$ cat src/rtl/iter_divider_pkg.sv
// Shared MDU-family definitions: default operand width, divider FSM encoding
// and the quotient returned for a zero divisor.
package iter_divider_pkg;

    localparam int DEF_WIDTH = 32;

    localparam logic [1:0] ST_IDLE = 2'd0;
    localparam logic [1:0] ST_RUN  = 2'd1;
    localparam logic [1:0] ST_DONE = 2'd2;

    localparam logic [DEF_WIDTH-1:0] DIV0_Q = '1;

endpackage

$ cat src/rtl/iter_divider_if.sv
// Request/result bundle between an initiator and the iterative divider.
interface iter_divider_if #(parameter int WIDTH = iter_divider_pkg::DEF_WIDTH) ();

    // Handshake: a request is taken on any rising edge where start=1 and busy=0;
    // operands and is_signed are sampled on that edge only. busy stays high from
    // the cycle after acceptance through the completion cycle. over is a
    // one-cycle pulse marking q/r valid; there is no backpressure, and q/r hold
    // until the next accepted operation completes.
    logic             start;
    logic             is_signed;
    logic [WIDTH-1:0] dividend;
    logic [WIDTH-1:0] divisor;
    logic [WIDTH-1:0] q;
    logic [WIDTH-1:0] r;
    logic             busy;
    logic             over;

    modport master (
        output start, is_signed, dividend, divisor,
        input  q, r, busy, over
    );

    modport slave (
        input  start, is_signed, dividend, divisor,
        output q, r, busy, over
    );

endinterface

$ cat src/rtl/iter_divider_div_step.sv
// One radix-2 restoring division step on unsigned magnitudes.
module div_step #(parameter int WIDTH = iter_divider_pkg::DEF_WIDTH) (
    input  logic [WIDTH-1:0] rem_in,
    input  logic             bit_in,
    input  logic [WIDTH-1:0] divisor,
    output logic [WIDTH-1:0] rem_out,
    output logic             q_bit
);

    logic [WIDTH:0] shifted;
    logic [WIDTH:0] diff;

    // rem_in < divisor holds, so the shifted value always fits in WIDTH+1 bits.
    assign shifted = {rem_in, bit_in};
    assign diff    = shifted - {1'b0, divisor};
    assign q_bit   = ~diff[WIDTH];
    assign rem_out = q_bit ? diff[WIDTH-1:0] : shifted[WIDTH-1:0];

endmodule

$ cat src/rtl/iter_divider.sv
// Iterative signed/unsigned divider: one restoring step per cycle, WIDTH steps,
// then a single DONE cycle that pulses over with registered q/r.
module iter_divider
    import iter_divider_pkg::*;
#(
    parameter int WIDTH = DEF_WIDTH
) (
    input  logic       clk,
    input  logic       rst,
    iter_divider_if.slave bus,
    output logic [1:0] dbg_state
);

    localparam int CW = $clog2(WIDTH);

    logic [1:0]       state;
    logic [CW-1:0]    count;
    logic [WIDTH-1:0] rem;
    logic [WIDTH-1:0] quo;
    logic [WIDTH-1:0] dvs_mag;
    logic             neg_q;
    logic             neg_r;
    logic             div_zero;
    logic [WIDTH-1:0] q_r;
    logic [WIDTH-1:0] r_r;
    logic             busy_r;
    logic             over_r;

    logic [WIDTH-1:0] a_mag;
    logic [WIDTH-1:0] b_mag;
    logic [WIDTH-1:0] step_rem;
    logic             step_qbit;
    logic [WIDTH-1:0] quo_next;
    logic             last_step;

    assign a_mag = (bus.is_signed && bus.dividend[WIDTH-1]) ? -bus.dividend : bus.dividend;
    assign b_mag = (bus.is_signed && bus.divisor[WIDTH-1])  ? -bus.divisor  : bus.divisor;

    // quo starts as the dividend magnitude; its MSB feeds each step while
    // quotient bits shift in from the bottom.
    div_step #(.WIDTH(WIDTH)) u_step (
        .rem_in  (rem),
        .bit_in  (quo[WIDTH-1]),
        .divisor (dvs_mag),
        .rem_out (step_rem),
        .q_bit   (step_qbit)
    );

    assign quo_next  = {quo[WIDTH-2:0], step_qbit};
    assign last_step = (count == CW'(WIDTH - 1));

    always_ff @(posedge clk) begin
        if (rst) begin
            state    <= ST_IDLE;
            count    <= '0;
            rem      <= '0;
            quo      <= '0;
            dvs_mag  <= '0;
            neg_q    <= 1'b0;
            neg_r    <= 1'b0;
            div_zero <= 1'b0;
            q_r      <= '0;
            r_r      <= '0;
            busy_r   <= 1'b0;
            over_r   <= 1'b0;
        end else begin
            case (state)
                ST_IDLE: begin
                    if (bus.start) begin
                        state    <= ST_RUN;
                        busy_r   <= 1'b1;
                        count    <= '0;
                        rem      <= '0;
                        quo      <= a_mag;
                        dvs_mag  <= b_mag;
                        neg_q    <= bus.is_signed & (bus.dividend[WIDTH-1] ^ bus.divisor[WIDTH-1]);
                        neg_r    <= bus.is_signed & bus.dividend[WIDTH-1];
                        div_zero <= (bus.divisor == '0);
                    end
                end
                ST_RUN: begin
                    rem   <= step_rem;
                    quo   <= quo_next;
                    count <= count + 1'b1;
                    if (last_step) begin
                        state  <= ST_DONE;
                        over_r <= 1'b1;
                        // Zero divisor: remainder already equals the dividend after
                        // sign restore; only the quotient is forced.
                        q_r    <= div_zero ? WIDTH'(DIV0_Q) : (neg_q ? -quo_next : quo_next);
                        r_r    <= neg_r ? -step_rem : step_rem;
                    end
                end
                ST_DONE: begin
                    state  <= ST_IDLE;
                    busy_r <= 1'b0;
                    over_r <= 1'b0;
                end
                default: begin
                    state  <= ST_IDLE;
                    busy_r <= 1'b0;
                    over_r <= 1'b0;
                end
            endcase
        end
    end

    assign bus.q     = q_r;
    assign bus.r     = r_r;
    assign bus.busy  = busy_r;
    assign bus.over  = over_r;
    assign dbg_state = state;

endmodule

$ cat src/flat_wrapper.sv
// flat-port wrapper written by rule: the top's interface ports become plain ports
module iter_divider_flat import iter_divider_pkg::*;
#(
    parameter int WIDTH = DEF_WIDTH
)
  (clk, rst, dbg_state, bus_start, bus_is_signed, bus_dividend, bus_divisor, bus_q, bus_r, bus_busy, bus_over);
  iter_divider_if #(.WIDTH(WIDTH)) bus_i ();
  input  logic clk;
  input  logic rst;
  output logic [1:0] dbg_state;
  input wire logic [$bits(bus_i.start)-1:0] bus_start;
  input wire logic [$bits(bus_i.is_signed)-1:0] bus_is_signed;
  input wire logic [$bits(bus_i.dividend)-1:0] bus_dividend;
  input wire logic [$bits(bus_i.divisor)-1:0] bus_divisor;
  output wire logic [$bits(bus_i.q)-1:0] bus_q;
  output wire logic [$bits(bus_i.r)-1:0] bus_r;
  output wire logic [$bits(bus_i.busy)-1:0] bus_busy;
  output wire logic [$bits(bus_i.over)-1:0] bus_over;
  assign bus_i.start = bus_start;
  assign bus_i.is_signed = bus_is_signed;
  assign bus_i.dividend = bus_dividend;
  assign bus_i.divisor = bus_divisor;
  assign bus_q = bus_i.q;
  assign bus_r = bus_i.r;
  assign bus_busy = bus_i.busy;
  assign bus_over = bus_i.over;
  iter_divider #(.WIDTH(WIDTH)) u_core (.clk(clk), .rst(rst), .bus(bus_i), .dbg_state(dbg_state));
endmodule
$ cat config.mk
export PLATFORM = sky130hd
export DESIGN_NAME = iter_divider_flat
export DESIGN_NICKNAME = d
export VERILOG_FILES = /design/src/rtl/iter_divider_pkg.sv /design/src/rtl/iter_divider_if.sv /design/src/rtl/iter_divider_div_step.sv /design/src/rtl/iter_divider.sv /design/src/flat_wrapper.sv
export SDC_FILE = /design/constraint.sdc
export NUM_CORES = 1
export LEC_CHECK = 0
export CAP_MARGIN = 20
export CELL_PAD_IN_SITES_DETAIL_PLACEMENT = 1
export CELL_PAD_IN_SITES_GLOBAL_PLACEMENT = 1
export CORE_MARGIN = 2
export CORE_UTILIZATION = 38
export DETAILED_ROUTE_END_ITERATION = 8
export DONT_BUFFER_PORTS = 1
export GPL_ROUTABILITY_DRIVEN = 0
export PLACE_DENSITY_LB_ADDON = 0.3
export SYNTH_ARGS = -nofsm -noshare
export SYNTH_HDL_FRONTEND = slang
export SYNTH_HIERARCHICAL = 1
export SYNTH_SLANG_ARGS = --single-unit
$ cat constraint.sdc
create_clock -name clk -period 6.2 [get_ports clk]
set_input_delay 1.24 -clock clk [delete_from_list [all_inputs] [get_ports clk]]
set_output_delay 1.24 -clock clk [all_outputs]
set_load 0.1 [all_outputs]
==> results.tsv, run 1 <==
metric	value	unit
async_reset_ff_share	0	%
min_from	u_core/dvs_mag[21]$_SDFFE_PP0P_	
cp_slowest_stage_delay	0.58	ns
syn-cell-area	11620	um^2
cts_tree	done	
maxSlewViolCount	0	
final.min_clock_period	5.482	ns
core_area	30350	um^2
port_buffers	0	
r2r-start	u_core/quo[31]$_SDFFE_PP0P_	
fmax	182.4	MHz
clk_pin_slew_worst_paths	0.07	ns
power_frac_seq	24.8	%
crit_path_start_kind	register	
power	5.105	mW
hpwl	27690	um
outcome	finished clean	
hold_slack	0.4610	ns
hold_depth	2	
clk_latency	0.44	ns
hold_class	register to register	
cpMostUsedCell	or4_4	
tightestPinTransition	1.023	ns
antennaDiodeCount	0	
hold_end	u_core/dvs_mag[21]$_SDFFE_PP0P_	
ys.flop_type	dfxtp_1	
crit_path_max_fanout	28	
grt_max_degree	152	
final_cell_mix	dfxtp_1 (172), a21oi_1 (132), nor2_1 (117)	
synth_edf_count	0	
p_int	2.820	mW
end_kind	register	
grt_pass1_vias	10407	
syn_avg_cell_area	7.965	um^2
vdd_drop_max	227.0	uV
area_growth	6.223	%
rrSetupSlack	0.72	ns
ys_seq_area_share	29.63	%
skew	0.01777	ns
drtIter0Drc	820	
synth_nets	1566	
vias	10776	
io_pins	136	
cts-resized-gates	0	
die_h	178.9	um
gr-total-overflow	0	
criticalPathCategory	register to register	
h-tree-depth	4	
ant_nets	0	
r2r_end	u_core/bus.r[27]$_SDFFE_PP0P_	
synth-seq-cells	172	
combPwrFrac	52.4	%
fin_crit_sh	88.41	%
syn-instance-count	1459	
wire_per_inst	21.32	um
slew_headroom	31.70	%
clock-sinks	172	
track_usage	23.46	%
worst-path-buf-inv	2	
dp.cells	1769	
post-route-drc-count	0	
dieArea	32000	um^2
stdcell_count	1801	
max_cap_violations	0	
cts_hold_buf	0	
worstRegToRegCells	18	
cts_buffers	17	
placement_rows	64	
switching_share	44.77	%
hold_viol	0	
drive_gt1_share	8.185	%
crit_family	simple AND/OR/NAND/NOR gates	
cts_buffer_depth	2	
power.density	413.6	nW/um^2
cp_data_arrival_time	5.80	ns
cp_cell_sequence	inv_1 -> ha_1 -> fa_1 -> and2b_1 -> o2111ai_2 -> a21oi_2 -> o2111ai_1 -> a211oi_2 -> nor2_4 -> mux2i_4 -> and2_4 -> inv_8 -> mux2_4 -> or4_4 -> or4_4 -> nor4_4 -> nor3_1 -> a311o_1	
ys_warn_count	6	
initial_core_util	38.29	%
setup_tns	0	ns
setup_viol	0	
final_common_cell	dfxtp_1	
clockRootBuffer	clkbuf_16	
nets	1499	
grt_pass1_wl	59350	um
crit_slowest_cell	or4_4	
rsz0062_at_grt	false	
pwr-share-clk	22.8	%
p_sw	2.286	mW
critPathRequiredTime	6.51	ns
viasPerCell	5.983	
antenna_found_initial	0	
synth_cell_types	85	
wirelength	38400	um
fp.dieW	178.9	um
p_leak	4.451	nW
post-cts-setup-buffers	0	
firstDrtPassIters	5	
==> tightest hold or removal path: stages (launching register included) <==
cell and delay (ns):
dfxtp_1 0.33, nand2_1 0.05, o21ai_0 0.06
==> logic make-up (layout without fill, tap and decap cells) <==
kind of cell | Yosys count | in the layout | share of synthesized area [%]
compound gates | 425 | 425 | 24.24
fa+ha+maj | 39 | 39 | 4.264
flops | 172 | 172 | 29.63
mux | 39 | 39 | 4.328
simple gates | 512 | 512 | 22.55
xor+xnor | 113 | 113 | 8.516
buf+inv | 159 | 105 | 6.481
==> power groups by stage <==
stage          sequential (mW)  clock, mW  combinational, mW
2_1_floorplan             1.25          0               2.11
3_3_place_gp              1.29          0               2.56
3_5_place_dp              1.29          0               2.61
4_1_cts                   1.26       1.18               2.64
5_1_grt                   1.28       1.23               2.89
6_report                  1.27       1.16               2.67
==> synth_stat cells (7+ instances only) <==
library cell  count  area share (%)
a21oi_1         132             5.7
inv_1            54             1.7
o211ai_1          9            0.58
ha_1             38             4.1
nor3b_1           9            0.58
o21a_1            8            0.52
a211oi_1         41             2.6
o41ai_1          10            0.75
nand3b_1          8            0.52
a211o_1          10            0.75
a21o_1           16             1.0
nand2_1         110             3.6
a31oi_1          20             1.1
nand2b_1          8            0.43
o31ai_1          21             1.4
or4_1            13            0.84
nor4_1           19             1.0
mux2_4           19             2.5
dfxtp_1         172              30
a22oi_1          15            0.97
and3_1           30             1.6
or3_1            20             1.1
nor2_1          117             3.8
a41oi_1           7            0.53
o22ai_1          27             1.5
or2_2             7            0.38
xor2_1           69             5.2
clkbuf_1         82             2.6
o21ai_0          60             2.6
nand4_1          18            0.97
xnor2_1          44             3.3
mux2i_1          15             1.3
nand3_1          67             2.9
nor3_1           48             2.1
==> flip-flops by register name (all words and copies together), names as in the netlist <==
register,count
u_core/count,5
u_core/div_zero,1
u_core/bus.r,32
u_core/rem,32
u_core/neg_r,1
u_core/bus.q,32
u_core/bus.busy,1
u_core/bus.over,1
u_core/dbg_state,2
u_core/dvs_mag,32
u_core/neg_q,1
u_core/quo,32
==> cell type report <==
type | instances | area, um^2
Tap cell | 396 | 495.5
Fill cell | 3708 | 18000
Inverter | 55 | 214.0
Clock buffer | 18 | 439.2
Multi-Input combinational cell | 1128 | 7438
Sequential cell | 172 | 3443
Clock inverter | 14 | 178.9
Timing Repair Buffer | 18 | 135.1
==> stage by stage <==
stage	instance area (um^2)	utilization, %	setup WS (ns)
floorplan	11620	-	1.128
global placement	11730	38.64	0.9415
detailed placement	11730	38.64	0.7982
CTS	12340	40.67	0.7450
global route	12340	40.67	0.3364
finish	12340	40.67	0.7183
==> worst max-delay path by stage <==
stage	cells after the start	from	slack, ns	to
after floorplan	21	u_core/quo[31]$_SDFFE_PP0P_	1.13	u_core/bus.r[31]$_SDFFE_PP0P_
after global placement	18	u_core/quo[31]$_SDFFE_PP0P_	0.94	u_core/bus.r[27]$_SDFFE_PP0P_
after detailed placement	18	u_core/quo[31]$_SDFFE_PP0P_	0.80	u_core/bus.r[27]$_SDFFE_PP0P_
after CTS	18	u_core/quo[31]$_SDFFE_PP0P_	0.74	u_core/bus.r[27]$_SDFFE_PP0P_
after global routing	18	u_core/quo[31]$_SDFFE_PP0P_	0.34	u_core/bus.r[28]$_SDFFE_PP0P_
final	18	u_core/quo[31]$_SDFFE_PP0P_	0.72	u_core/bus.r[27]$_SDFFE_PP0P_
==> routing by layer <==
| layer | part of all wire (%) | vias to the layer above | global-route usage [%] |
|---|---|---|---|
| li1 | - | 5220 | - |
| met1 | 51 | 5245 | 35.85 |
| met2 | 42 | 286 | 34.39 |
| met3 | 6.1 | 25 | 3.668 |
| met4 | 1.1 | 0 | 4.641 |
| met5 | 0 | - | 0 |
Note: power is estimated with default switching activity, not from simulation.
==> inputs of run 2 (changes only) <==
--- a/config.mk
+++ b/config.mk
@@ -10,3 +10,3 @@
 export CELL_PAD_IN_SITES_GLOBAL_PLACEMENT = 1
-export CORE_MARGIN = 2
+export CORE_MARGIN = 4
 export CORE_UTILIZATION = 38
--- a/constraint.sdc
+++ b/constraint.sdc
@@ -3,2 +3,2 @@
 set_output_delay 1.24 -clock clk [all_outputs]
-set_load 0.1 [all_outputs]
+set_load 0.05 [all_outputs]
==> run 2 against run 1 <==
Non-clock buffer count decreased by 4. Register-to-register slack gained 0.04 ns. Utilization rose by 0.39 points. Sequential share of layout area grew 0.17 points. Wire length fell by 0.63%. Power decreased by 2.2%. Sequential power barely moved. Combinational power is 2% lower. Via count rose by 0.67%. Critical endpoint is now u_core/bus.r[24]$_SDFFE_PP0P_. Highest routed layer unchanged.
==> results.tsv, run 2 (synthesized netlist as in run 1, its figures left out) <==
metric	value	unit	change
final_common_cell	dfxtp_1		unchanged
gr-total-overflow	0		unchanged
skew	0.01350	ns	was 0.01777 ns
critPathRequiredTime	6.52	ns	was 6.51 ns
drive_gt1_share	7.786	%	was 8.185%
port_buffers	0		unchanged
fin_crit_sh	87.77	%	was 88.41%
clk_pin_slew_worst_paths	0.08	ns	was 0.07 ns
grt_pass1_wl	60720	um	was 59350 um
cts_buffers	17		unchanged
cts-resized-gates	0		unchanged
post-route-drc-count	0		unchanged
cts_buffer_depth	2		unchanged
wirelength	38160	um	was 38400 um
viasPerCell	6.060		was 5.983
ant_nets	0		unchanged
antennaDiodeCount	0		unchanged
setup_viol	0		unchanged
grt_pass1_vias	10729		was 10407
post-cts-setup-buffers	0		unchanged
criticalPathCategory	register to register		unchanged
initial_core_util	38.90	%	was 38.29%
drtIter0Drc	790		was 820
clock-sinks	172		unchanged
hold_viol	0		unchanged
power_frac_seq	25.4	%	was 24.8%
power	4.995	mW	was 5.105 mW
track_usage	22.29	%	was 23.46%
p_leak	4.405	nW	was 4.451 nW
fp.dieW	182.9	um	was 178.9 um
end_kind	register		unchanged
cts_hold_buf	0		unchanged
crit_path_start_kind	register		unchanged
worstRegToRegCells	19		was 18
hpwl	27720	um	was 27690 um
grt_max_degree	152		unchanged
switching_share	45.33	%	was 44.77%
power.density	407.2	nW/um^2	was 413.6 nW/um^2
max_cap_violations	0		unchanged
hold_class	register to register		unchanged
rrSetupSlack	0.76	ns	was 0.72 ns
vias	10848		was 10776
rsz0062_at_grt	false		unchanged
slew_headroom	32.65	%	was 31.70%
antenna_found_initial	0		unchanged
p_int	2.731	mW	was 2.820 mW
final.min_clock_period	5.442	ns	was 5.482 ns
nets	1495		was 1499
setup_tns	0	ns	unchanged
dpl_cell_area	11690	um^2	was 11730 um^2
cp_data_arrival_time	5.76	ns	was 5.80 ns
tightestPinTransition	1.006	ns	was 1.023 ns
crit_path_max_fanout	10		was 28
pwr-share-clk	22.1	%	was 22.8%
stdcell_count	1790		was 1801
firstDrtPassIters	5		unchanged
crit_start	u_core/quo[31]$_SDFFE_PP0P_		unchanged
area_growth	5.566	%	was 6.223%
r2r_end	u_core/bus.r[24]$_SDFFE_PP0P_		was u_core/bus.r[27]$_SDFFE_PP0P_
die_h	182.9	um	was 178.9 um
placement_rows	63		was 64
wire_per_inst	21.32	um	about the same
r2r-start	u_core/quo[31]$_SDFFE_PP0P_		unchanged
final_cell_mix	dfxtp_1 (172), a21oi_1 (132), nor2_1 (117)		unchanged
clk_latency	0.44	ns	about the same
fmax	183.8	MHz	was 182.4 MHz
dieArea	33440	um^2	was 32000 um^2
maxSlewViolCount	0		unchanged
fin_area	12270	um^2	was 12340 um^2
outcome	finished clean		unchanged
crit_end	u_core/bus.r[24]$_SDFFE_PP0P_		was u_core/bus.r[27]$_SDFFE_PP0P_
io_pins	136		unchanged
combPwrFrac	52.5	%	was 52.4%
cts_tree	done		unchanged
dp.cells	1759		was 1769
clockRootBuffer	clkbuf_16		unchanged
h-tree-depth	4		unchanged
p_sw	2.265	mW	was 2.286 mW
vdd_drop_max	216.2	uV	was 227.0 uV
core_area	29870	um^2	was 30350 um^2
-- run 2: per-layer routing --
layer,track usage (%),up-vias,wire [um]
li1,-,5207,-
met1,34.33,5346,19370
met2,32.29,275,15940
met3,4.839,20,2468
met4,3.665,0,370
met5,0,-,0
-- run 2: how the worst min path moves through the flow --
stage / start / endpoint / slack (ns) / cells after the start
6_report: u_core/dvs_mag[21]$_SDFFE_PP0P_ / u_core/dvs_mag[21]$_SDFFE_PP0P_ / 0.46 / 2
5_1_grt: u_core/dvs_mag[15]$_SDFFE_PP0P_ / u_core/dvs_mag[15]$_SDFFE_PP0P_ / 0.50 / 2
4_1_cts: u_core/dvs_mag[21]$_SDFFE_PP0P_ / u_core/dvs_mag[21]$_SDFFE_PP0P_ / 0.46 / 2
3_5_place_dp: u_core/dvs_mag[21]$_SDFFE_PP0P_ / u_core/dvs_mag[21]$_SDFFE_PP0P_ / 0.45 / 2
3_3_place_gp: u_core/dvs_mag[18]$_SDFFE_PP0P_ / u_core/dvs_mag[18]$_SDFFE_PP0P_ / 0.44 / 2
2_1_floorplan: u_core/dvs_mag[10]$_SDFFE_PP0P_ / u_core/dvs_mag[10]$_SDFFE_PP0P_ / 0.43 / 2
-- run 2: final cells by class --
type | instances | area, um^2
Sequential cell | 172 | 3443
Inverter | 55 | 214.0
Fill cell | 3626 | 17610
Clock buffer | 18 | 429.2
Timing Repair Buffer | 14 | 105.1
Multi-Input combinational cell | 1128 | 7438
Tap cell | 390 | 488.0
Clock inverter | 13 | 150.1
-- run 2: power groups by stage --
stage | clock (mW) | sequential, mW | combinational [mW]
2_1_floorplan | 0 | 1.25 | 2.11
3_3_place_gp | 0 | 1.29 | 2.52
3_5_place_dp | 0 | 1.29 | 2.58
4_1_cts | 1.13 | 1.27 | 2.59
5_1_grt | 1.18 | 1.28 | 2.86
6_report | 1.10 | 1.27 | 2.62
-- run 2: critical path, cell delays in order (launching register included) --
cell,delay (ns)
dfxtp_1,0.37
inv_1,0.05
ha_1,0.22
fa_1,0.41
and2b_1,0.25
o2111ai_2,0.13
a21oi_2,0.21
o2111ai_1,0.20
a211oi_2,0.32
nor2_4,0.10
mux2i_4,0.33
and2_4,0.32
o21ai_0,0.29
inv_1,0.15
ha_1,0.18
or3b_2,0.57
or2_2,0.37
nor4_1,0.53
a211o_1,0.23
o211ai_1,0.08
-- run 2: stage by stage --
| step | setup WS, ns | util, % | hold WS, ns |
|---|---|---|---|
| 5_1_grt | 0.3262 | 41.06 | 0.4955 |
| 2_1_floorplan | 1.128 | - | 0.4250 |
| 4_1_cts | 0.7387 | 41.06 | 0.4632 |
| 3_5_place_dp | 0.7447 | 39.13 | 0.4467 |
| 6_report | 0.7585 | 41.06 | 0.4590 |
| 3_3_place_gp | 0.8805 | 39.13 | 0.4370 |
